===== src/rtl/mem_req_ctrl_if.sv =====
// Host command/response and memory strobe bundle for mem_req_ctrl.
// The controller takes the slave view; the host/memory environment takes the master view.
interface mem_req_ctrl_if #(
  parameter int AW = 5,
  parameter int DW = 8
);
  logic          req_valid;
  logic          req_ready;
  logic          req_we;
  logic [AW-1:0] req_addr;
  logic [DW-1:0] req_wdata;
  logic          rsp_valid;
  logic          rsp_ready;
  logic          rsp_we;
  logic [DW-1:0] rsp_rdata;
  logic          rsp_err;
  logic          mem_read;
  logic          mem_write;
  logic [AW-1:0] mem_addr;
  logic [DW-1:0] mem_wdata;
  logic [DW-1:0] mem_rdata;
  logic          mem_ack;

  modport slave (
    input  req_valid, req_we, req_addr, req_wdata, rsp_ready, mem_rdata, mem_ack,
    output req_ready, rsp_valid, rsp_we, rsp_rdata, rsp_err,
           mem_read, mem_write, mem_addr, mem_wdata
  );

  modport master (
    output req_valid, req_we, req_addr, req_wdata, rsp_ready, mem_rdata, mem_ack,
    input  req_ready, rsp_valid, rsp_we, rsp_rdata, rsp_err,
           mem_read, mem_write, mem_addr, mem_wdata
  );
endinterface


===== src/rtl/mem_req_ctrl.sv =====
// Command FIFO plus single-outstanding access sequencer in front of the 32x8 mem,
// with an ack timeout that turns a silent memory into an error response.
module mem_req_ctrl #(
  parameter int DEPTH   = 4,
  parameter int TIMEOUT = 15,
  parameter int AW      = 5,
  parameter int DW      = 8
) (
  input  logic           clk,
  input  logic           rst_n,
  mem_req_ctrl_if.slave  bus
);
  localparam int PW = $clog2(DEPTH);
  localparam int CW = PW + 1;
  localparam int TW = $clog2(TIMEOUT + 1);

  typedef enum logic [1:0] {S_IDLE, S_ISSUE, S_RESP} state_t;

  logic [AW-1:0]    r_fifo_addr  [DEPTH];
  logic [DW-1:0]    r_fifo_wdata [DEPTH];
  logic [DEPTH-1:0] r_fifo_we;
  logic [PW-1:0]    r_wr_ptr, r_rd_ptr;
  logic [CW-1:0]    r_count, w_count_nxt;
  logic             r_req_ready;
  logic             w_push, w_pop, w_empty;

  state_t           r_state, w_state;
  logic             r_cmd_we, w_cmd_we;
  logic             r_mem_read, w_mem_read;
  logic             r_mem_write, w_mem_write;
  logic [AW-1:0]    r_mem_addr, w_mem_addr;
  logic [DW-1:0]    r_mem_wdata, w_mem_wdata;
  logic [TW-1:0]    r_timer, w_timer;
  logic             r_rsp_valid, w_rsp_valid;
  logic             r_rsp_we, w_rsp_we;
  logic [DW-1:0]    r_rsp_rdata, w_rsp_rdata;
  logic             r_rsp_err, w_rsp_err;

  assign w_empty = (r_count == '0);
  assign w_push  = bus.req_valid && r_req_ready;
  assign w_pop   = (r_state == S_IDLE) && !w_empty;

  always_comb begin
    w_count_nxt = r_count;
    case ({w_push, w_pop})
      2'b10:   w_count_nxt = r_count + CW'(1);
      2'b01:   w_count_nxt = r_count - CW'(1);
      default: w_count_nxt = r_count;
    endcase
  end

  // Storage needs no reset: an entry is only read after it has been written.
  always_ff @(posedge clk) begin
    if (w_push) begin
      r_fifo_addr[r_wr_ptr]  <= bus.req_addr;
      r_fifo_wdata[r_wr_ptr] <= bus.req_wdata;
      r_fifo_we[r_wr_ptr]    <= bus.req_we;
    end
  end

  // req_ready is a registered !full, so it is low while in reset.
  always_ff @(posedge clk or negedge rst_n) begin
    if (!rst_n) begin
      r_wr_ptr    <= '0;
      r_rd_ptr    <= '0;
      r_count     <= '0;
      r_req_ready <= 1'b0;
    end else begin
      if (w_push) r_wr_ptr <= r_wr_ptr + PW'(1);
      if (w_pop)  r_rd_ptr <= r_rd_ptr + PW'(1);
      r_count     <= w_count_nxt;
      r_req_ready <= (w_count_nxt != CW'(DEPTH));
    end
  end

  always_comb begin
    w_state     = r_state;
    w_cmd_we    = r_cmd_we;
    w_mem_read  = r_mem_read;
    w_mem_write = r_mem_write;
    w_mem_addr  = r_mem_addr;
    w_mem_wdata = r_mem_wdata;
    w_timer     = r_timer;
    w_rsp_valid = r_rsp_valid;
    w_rsp_we    = r_rsp_we;
    w_rsp_rdata = r_rsp_rdata;
    w_rsp_err   = r_rsp_err;
    case (r_state)
      S_IDLE: begin
        if (!w_empty) begin
          w_state     = S_ISSUE;
          w_cmd_we    = r_fifo_we[r_rd_ptr];
          w_mem_read  = !r_fifo_we[r_rd_ptr];
          w_mem_write = r_fifo_we[r_rd_ptr];
          w_mem_addr  = r_fifo_addr[r_rd_ptr];
          w_mem_wdata = r_fifo_wdata[r_rd_ptr];
          w_timer     = '0;
        end
      end
      S_ISSUE: begin
        // Ack is tested first so it wins over a timeout on the same edge.
        if (bus.mem_ack) begin
          w_state     = S_RESP;
          w_mem_read  = 1'b0;
          w_mem_write = 1'b0;
          w_rsp_valid = 1'b1;
          w_rsp_we    = r_cmd_we;
          w_rsp_err   = 1'b0;
          w_rsp_rdata = r_cmd_we ? '0 : bus.mem_rdata;
        end else if (r_timer == TW'(TIMEOUT - 1)) begin
          w_state     = S_RESP;
          w_mem_read  = 1'b0;
          w_mem_write = 1'b0;
          w_rsp_valid = 1'b1;
          w_rsp_we    = r_cmd_we;
          w_rsp_err   = 1'b1;
          w_rsp_rdata = '0;
        end else begin
          w_timer = r_timer + TW'(1);
        end
      end
      S_RESP: begin
        if (bus.rsp_ready) begin
          w_rsp_valid = 1'b0;
          w_state     = S_IDLE;
        end
      end
      default: w_state = S_IDLE;
    endcase
  end

  always_ff @(posedge clk or negedge rst_n) begin
    if (!rst_n) begin
      r_state     <= S_IDLE;
      r_cmd_we    <= 1'b0;
      r_mem_read  <= 1'b0;
      r_mem_write <= 1'b0;
      r_mem_addr  <= '0;
      r_mem_wdata <= '0;
      r_timer     <= '0;
      r_rsp_valid <= 1'b0;
      r_rsp_we    <= 1'b0;
      r_rsp_rdata <= '0;
      r_rsp_err   <= 1'b0;
    end else begin
      r_state     <= w_state;
      r_cmd_we    <= w_cmd_we;
      r_mem_read  <= w_mem_read;
      r_mem_write <= w_mem_write;
      r_mem_addr  <= w_mem_addr;
      r_mem_wdata <= w_mem_wdata;
      r_timer     <= w_timer;
      r_rsp_valid <= w_rsp_valid;
      r_rsp_we    <= w_rsp_we;
      r_rsp_rdata <= w_rsp_rdata;
      r_rsp_err   <= w_rsp_err;
    end
  end

  assign bus.req_ready = r_req_ready;
  assign bus.rsp_valid = r_rsp_valid;
  assign bus.rsp_we    = r_rsp_we;
  assign bus.rsp_rdata = r_rsp_rdata;
  assign bus.rsp_err   = r_rsp_err;
  assign bus.mem_read  = r_mem_read;
  assign bus.mem_write = r_mem_write;
  assign bus.mem_addr  = r_mem_addr;
  assign bus.mem_wdata = r_mem_wdata;
endmodule


===== src/flat_wrapper.sv =====
// flat-port wrapper written by rule: the top's interface ports become plain ports
module mem_req_ctrl_flat 
#(
  parameter int DEPTH   = 4,
  parameter int TIMEOUT = 15,
  parameter int AW      = 5,
  parameter int DW      = 8
)
  (clk, rst_n, bus_req_valid, bus_req_we, bus_req_addr, bus_req_wdata, bus_rsp_ready, bus_mem_rdata, bus_mem_ack, bus_req_ready, bus_rsp_valid, bus_rsp_we, bus_rsp_rdata, bus_rsp_err, bus_mem_read, bus_mem_write, bus_mem_addr, bus_mem_wdata);
  mem_req_ctrl_if #(.AW(AW), .DW(DW)) bus_i ();
  input  logic clk;
  input  logic rst_n;
  input wire logic [$bits(bus_i.req_valid)-1:0] bus_req_valid;
  input wire logic [$bits(bus_i.req_we)-1:0] bus_req_we;
  input wire logic [$bits(bus_i.req_addr)-1:0] bus_req_addr;
  input wire logic [$bits(bus_i.req_wdata)-1:0] bus_req_wdata;
  input wire logic [$bits(bus_i.rsp_ready)-1:0] bus_rsp_ready;
  input wire logic [$bits(bus_i.mem_rdata)-1:0] bus_mem_rdata;
  input wire logic [$bits(bus_i.mem_ack)-1:0] bus_mem_ack;
  output wire logic [$bits(bus_i.req_ready)-1:0] bus_req_ready;
  output wire logic [$bits(bus_i.rsp_valid)-1:0] bus_rsp_valid;
  output wire logic [$bits(bus_i.rsp_we)-1:0] bus_rsp_we;
  output wire logic [$bits(bus_i.rsp_rdata)-1:0] bus_rsp_rdata;
  output wire logic [$bits(bus_i.rsp_err)-1:0] bus_rsp_err;
  output wire logic [$bits(bus_i.mem_read)-1:0] bus_mem_read;
  output wire logic [$bits(bus_i.mem_write)-1:0] bus_mem_write;
  output wire logic [$bits(bus_i.mem_addr)-1:0] bus_mem_addr;
  output wire logic [$bits(bus_i.mem_wdata)-1:0] bus_mem_wdata;
  assign bus_i.req_valid = bus_req_valid;
  assign bus_i.req_we = bus_req_we;
  assign bus_i.req_addr = bus_req_addr;
  assign bus_i.req_wdata = bus_req_wdata;
  assign bus_i.rsp_ready = bus_rsp_ready;
  assign bus_i.mem_rdata = bus_mem_rdata;
  assign bus_i.mem_ack = bus_mem_ack;
  assign bus_req_ready = bus_i.req_ready;
  assign bus_rsp_valid = bus_i.rsp_valid;
  assign bus_rsp_we = bus_i.rsp_we;
  assign bus_rsp_rdata = bus_i.rsp_rdata;
  assign bus_rsp_err = bus_i.rsp_err;
  assign bus_mem_read = bus_i.mem_read;
  assign bus_mem_write = bus_i.mem_write;
  assign bus_mem_addr = bus_i.mem_addr;
  assign bus_mem_wdata = bus_i.mem_wdata;
  mem_req_ctrl #(.DEPTH(DEPTH), .TIMEOUT(TIMEOUT), .AW(AW), .DW(DW)) u_core (.clk(clk), .rst_n(rst_n), .bus(bus_i));
endmodule

===== config.mk =====
export PLATFORM = sky130hd
export DESIGN_NAME = mem_req_ctrl_flat
export DESIGN_NICKNAME = d
export VERILOG_FILES = /design/src/rtl/mem_req_ctrl_if.sv /design/src/rtl/mem_req_ctrl.sv /design/src/flat_wrapper.sv
export SDC_FILE = /design/constraint.sdc
export NUM_CORES = 1
export LEC_CHECK = 0
export ABC_AREA = 1
export BUFFER_PORTS_ARGS = -buffer_cell sky130_fd_sc_hd__buf_2
export CORE_MARGIN = 10
export CORE_UTILIZATION = 50
export DETAILED_ROUTE_END_ITERATION = 12
export PLACE_DENSITY_LB_ADDON = 0.2
export SLEW_MARGIN = 25
export SYNTH_ARGS = -nofsm -noshare
export SYNTH_HDL_FRONTEND = slang
export SYNTH_SLANG_ARGS = --single-unit

===== constraint.sdc =====
create_clock -name clk -period 2.71 [get_ports clk]
set_clock_uncertainty 0.15 [all_clocks]
set_input_delay 0 -clock clk [delete_from_list [all_inputs] [get_ports clk]]
set_output_delay 0 -clock clk [all_outputs]
set_load 0.005 [all_outputs]

---- Yosys cells after proc, flatten, opt, wreduce, memory -nomap -nowiden ----
Memory sizes are Yosys's and may differ from the RTL's. A register that Yosys moved wholly into a read port is not among the register bits.
Cells that the tools add are included.
storage, ports and cells
  bits in writable memories ............... 52
  register bits after elaboration ......... 32
  input bits .............................. 27
  memories ................................ 2
  output and inout bits ................... 27
operators by class
  bitwise gates (word level) .............. 1
  reductions and logical operators ........ 18
  muxes and demuxes ....................... 33
  add/subtract/negate cells ............... 5
  order comparisons ....................... 3
  equal/unequal tests ..................... 11
memory list
  name                 words  bits a word  read ports  clocked after Yosys merged registers in  wr ports  line                RTL
  u_core.r_fifo_wdata  4      8            1           1                                        1         mem_req_ctrl.sv:20  logic [DW-1:0] r_fifo_wdata [DEPTH];
  u_core.r_fifo_addr   4      5            1           1                                        1         mem_req_ctrl.sv:19  logic [AW-1:0] r_fifo_addr [DEPTH];
operators with widths
  operator             count
  $mux 8               3
  $mux 1               14
  $mux 4               3
  $reduce_and 3->1     3
  $mux 2               4
  $ne 2x2->1 const B   4
  $pmux 4 s2           1
  $lt 2x3->1 const B   2
  $pmux 1 s2           3
  $pmux 2 s3           1
  $pmux 3 s2           1
  $reduce_bool 2->1    3
  $add 2x1->2 const B  2
  $add 4x1->4 const B  1
  $bwmux 4             1
  $eq 2x1->1 const B   2
  $eq 2x2->1 const B   2
  $eq 4x4->1 const B   1
  $logic_not 1->1      4
  $reduce_and 2->1     2
  $reduce_and 4->1     1
  $add 3x1->3 const B  1
  $logic_and 1x1->1    3
  $logic_not 3->1      1
  other kinds (8)      8

---- Logic depth before layout (Yosys ltp) ----
  depth after elaboration ................. 6
  mapped depth ............................ 13
  mapped depth without buffers ............ 12

---- Worst setup path before layout ----
Ideal clock, no wire load.
  kind .................................... register to register
  start ................................... reg u_core.r_state[1]
  end ..................................... reg u_core.r_req_ready (netlist: u_core.bus.req_ready)
  path slack .............................. 0.450 ns
  arrival ................................. 1.992 ns
  stages on the path, launching flop included .. 13
  clock period less this slack ............ 2.260 ns
  data required time ...................... 2.442 ns
  path through ............................ dfrtp_1 > nor2_2 > nand2_2 > inv_2 > buf_6 > ha_1 > inv_1 > fa_1 > or2_2 > nand3_1 > nand2_1 > nand2_1 > nand2_1
on the way
  longest elaborated chain between the ends .. 5
ends and longest elaborated chain
  element                                   line                 RTL
  start, declared                           mem_req_ctrl.sv:27   state_t r_state, w_state;
  start signal, assigned                    mem_req_ctrl.sv:146  r_state <= w_state;
  $logic_not 2->1 (*)                       mem_req_ctrl.sv:41   assign w_pop = (r_state == S_IDLE) && !w_empty;
  $logic_and 1x1->1 (*)                     mem_req_ctrl.sv:41
  via u_core.w_pop                          mem_req_ctrl.sv:25   logic w_push, w_pop, w_empty;
  $eq 2x1->1 or $eq 2x2->1 (tied branches)  mem_req_ctrl.sv:45   case ({w_push, w_pop})
  $pmux 3 s2 (*)                            mem_req_ctrl.sv:45
  via u_core.w_count_nxt[2]                 mem_req_ctrl.sv:23   logic [CW-1:0] r_count, w_count_nxt;
  $ne 3x3->1 (*)                            mem_req_ctrl.sv:72   r_req_ready <= (w_count_nxt != CW'(DEPTH));
  end signal, assigned                      mem_req_ctrl.sv:72
  end, declared                             mem_req_ctrl.sv:24   logic r_req_ready;
The timed path passes the listed nets; every way through them passes the cells marked *.
A chain may end at the register's enable or synchronous reset.

---- Final worst setup path ----
  start ................................... reg u_core.r_state[1]
  end ..................................... reg u_core.r_req_ready (netlist: u_core.bus.req_ready)
on the way
  longest elaborated chain between the ends .. 5
ends and longest elaborated chain
  element                                   line
  $logic_not 2->1 (*)                       mem_req_ctrl.sv:41
  $logic_and 1x1->1 (*)                     mem_req_ctrl.sv:41
  $eq 2x1->1 or $eq 2x2->1 (tied branches)  mem_req_ctrl.sv:45
  $pmux 3 s2 (*)                            mem_req_ctrl.sv:45
  via u_core.w_count_nxt[2]                 mem_req_ctrl.sv:23
  $ne 3x3->1 (*)                            mem_req_ctrl.sv:72
Marked as above.

==> impl_summary.log <==
INFO  metric outcome = finished, final reports clean
INFO  metric timing.critical_path.fanout_max = 4
INFO  metric root_buffer = clkbuf_8
INFO  metric type_of_element_launching_the_critical_path = flop
INFO  metric number_of_nets_still_failing_antenna_checks_after_routing = 0
INFO  metric final_core_utilization = 62.1%
INFO  metric achievable-frequency = 463 MHz
INFO  metric path_delay_family = simple AND/OR/NAND/NOR gates
INFO  metric placedCellCount = 524
INFO  metric r2r_slack = 0.55 ns
INFO  metric netlist_top_cells_area = edfxtp_1 42%, dfrtp_1 25%, nand2_1 9.4%
INFO  metric detail_route.drc_violations = 0
INFO  metric syn_nets = 409
INFO  metric synthesis.area_per_instance = 10.8 um^2
INFO  metric cts_hold_repair.buffers = 26
INFO  metric vdd_drop_max = 0.000404 V
INFO  metric cts-root-to-sink-buffers = 2
INFO  metric die_w = 110 um
INFO  metric wl = 8060 um
INFO  metric final_max_slew_viol_count = 0
INFO  metric criticalPathCategory = reg -> reg
INFO  metric synth_seq_cells = 97
INFO  metric clk_pin_slew_worst_paths = 0.08 ns
INFO  metric io_buffers = 53
INFO  metric timing.final.crit_period = 2.16 ns
INFO  metric worst_reg2reg_startpoint = u_core.r_state[1]
INFO  metric place_congestion = 0.745
INFO  metric final.setup.worst_slack = 0.548 ns
INFO  metric synth_sequential_area_ratio = 67.2%
INFO  metric cts_num_sinks = 97
INFO  metric cp_cell_sequence = nor2_2, nand2_2, inv_2, ha_1, inv_1, fa_1, or2_2, nand3_1, nand2_1, nand2_1, nand2_1
INFO  metric postCtsSetupBuffers = 0
INFO  metric vias = 2728
INFO  metric timing.final.hold_violations = 0
INFO  metric clock_h_tree_levels = 3
INFO  metric drtIter0Drc = 99
INFO  metric synth_cell_type_count = 29
INFO  metric overflow = 0
INFO  metric sequential_cell_area = 2710 um^2
INFO  metric hpwl = 5270 um
INFO  metric footprint_of_the_multi_input_gates = 1140 um^2
INFO  metric worst_hold_slack = 0.151 ns
INFO  metric synth_largest_type_area_fraction = 41.7%
INFO  metric layout.cell_area.non_filler = 4830 um^2
INFO  metric worst-endpoint-required = 2.81 ns
INFO  metric cp-startpoint = u_core.r_state[1]
INFO  metric p_leak = 2.19 nW
INFO  metric timing.critical_path.slowest_cell_delay = 0.44 ns
INFO  metric floorplan.die_area = 12100 um^2
INFO  metric powerDensity = 1060 nW/um^2
INFO  metric max_slew.worst_pin.slew = 0.880 ns
INFO  metric layout.nets = 494
INFO  metric dp_slack = 0.553 ns
INFO  metric critical_path_sink_type = flop
INFO  metric num_rows = 32
INFO  metric count_of_warnings_emitted_by_yosys = 0
INFO  metric antenna_found_initial = 0
INFO  metric final_layout_size_suffix_gt1_share = 19.2%
INFO  metric grt_start_max_net_pins = 42
INFO  metric crit_path_top_delay_cell = dfrtp_1
INFO  metric critical_path_buf_inv_count = 2
INFO  metric syn-instance-count = 374
INFO  metric rsz0062_at_grt = false
INFO  metric die_y = 110 um
INFO  metric final-setup-viol-count = 0
INFO  metric finalNonFillerCells = 566
INFO  metric min_period_over_period = 79.8%
INFO  metric timing.critical_path.arrival = 2.26 ns
INFO  metric firstDrtPassIters = 4
INFO  metric cts_tree = yes
INFO  metric max_slew_headroom_at_the_worst_pin = 41.3%
INFO  metric pin_count = 54
INFO  metric detailed_route_wire_length_per_cell = 14.2 um
INFO  metric setup_tns = 0 ns
INFO  metric fillCellCount = 619
INFO  metric cts_resized = 0
INFO  metric netlist.top_cell.by_area = edfxtp_1
INFO  metric grt_pass1_wl = 13200 um
INFO  metric path_class_of_the_lowest_slack_min_delay_path = in -> async
INFO  metric timing.max_cap.violations = 0
INFO  metric vias_per_cell = 4.82
INFO  metric core_area = 7770 um^2
INFO  metric cts_buffer_count = 9
INFO  metric synth.cell_area = 4030 um^2
INFO  metric placed_cell_areas = 4380 um^2
INFO  metric insertion_delay = 0.36 ns
INFO  metric initial_core_util = 51.9%
INFO  metric p_total = 5.10 mW
INFO  metric grt_pass1_vias = 2646
INFO  metric most_numerous_cell_on_the_critical_path = nand2_1
INFO  metric antenna_cells = 0
INFO  metric area_growth_synth_to_finish = 19.8%
INFO  metric gr-usage-all-layers = 13.9%
[per-layer routing]
| layer | up-vias | track usage (%) | part of all wire [%] |
|---|---|---|---|
| li1 | 1392 | - | - |
| met1 | 1256 | 18.4 | 46 |
| met2 | 67 | 21.9 | 46 |
| met3 | 13 | 2.87 | 6.0 |
| met4 | 0 | 5.86 | 1.7 |
| met5 | - | 0 | 0 |
[final cells by class]
class	count	area share [%]
Multi-Input combinational cell	243	23.6
Tap cell	102	2.64
Sequential cell	97	56.1
Timing Repair Buffer	87	12.1
Clock inverter	5	0.778
Clock buffer	11	3.16
Inverter	21	1.63
[cells in the final DEF (no fill, tap or decap), types with 7 or more instances in the layout]
cell type,synthesis,final
nand2_1,101,101
nor2_1,65,65
edfxtp_1,56,56
buf_2,5,53
dfrtp_1,41,41
dlygate4sd3_1,0,26
o21ai_0,23,23
nand3_1,23,23
inv_1,16,16
clkbuf_8,1,9
o21ai_1,8,8
buf_4,1,8
ha_1,7,7
[final timing paths]
kind / endpoint / cells after the start
min in group clk: u_core.r_fifo_addr[1][4] / 2
setup / recovery: u_core.bus.req_ready / 11
hold reg to reg: u_core.bus.mem_addr[4] / 2
hold / removal: u_core.r_timer[2] / 2
setup reg to reg: u_core.bus.req_ready / 11
max in group asynchronous: u_core.bus.rsp_err / 2
[logic make-up after synthesis]
kind of cell	after synthesis	synth area share, %
AO/OA/AOI/OAI	33	4.16
XOR/XNOR	3	0.652
AND/OR/NAND/NOR	199	20.7
flip-flops	97	67.2
buffers and inverters	34	4.59
adder cells (fa/ha/maj)	8	2.67
[power by group]
part | internal [mW] | total (mW) | switching (mW)
Sequential | 2.03 | 2.22 | 0.192
Clock | 0.393 | 0.881 | 0.488
Combinational | 0.720 | 2.00 | 1.28
Total | 3.14 | 5.10 | 1.96
[synth_stat cells (all sizes together)]
library cell	instances
buf	11
xor2	1
fa	1
edfxtp	56
or2	1
o21ai	31
xnor2	2
nand2	104
clkinv	1
dfrtp	41
nand4	1
o31ai	1
ha	7
clkbuf	2
inv	20
nand3	24
a21oi	1
nor2	69
[state kept, by name, summed over array words and instances, names as in the netlist]
register / count
u_core.r_fifo_wdata: 32
u_core.r_fifo_addr: 20
u_core.bus.mem_wdata: 8
u_core.bus.rsp_rdata: 8
u_core.bus.mem_addr: 5
u_core.r_fifo_we: 4
u_core.r_timer: 4
u_core.r_count: 3
u_core.r_rd_ptr: 2
u_core.r_state: 2
u_core.r_wr_ptr: 2
u_core.bus.mem_read: 1
u_core.bus.mem_write: 1
u_core.bus.req_ready: 1
u_core.bus.rsp_err: 1
u_core.bus.rsp_valid: 1
u_core.bus.rsp_we: 1
u_core.r_cmd_we: 1
Power figures use the tool's default switching activity.
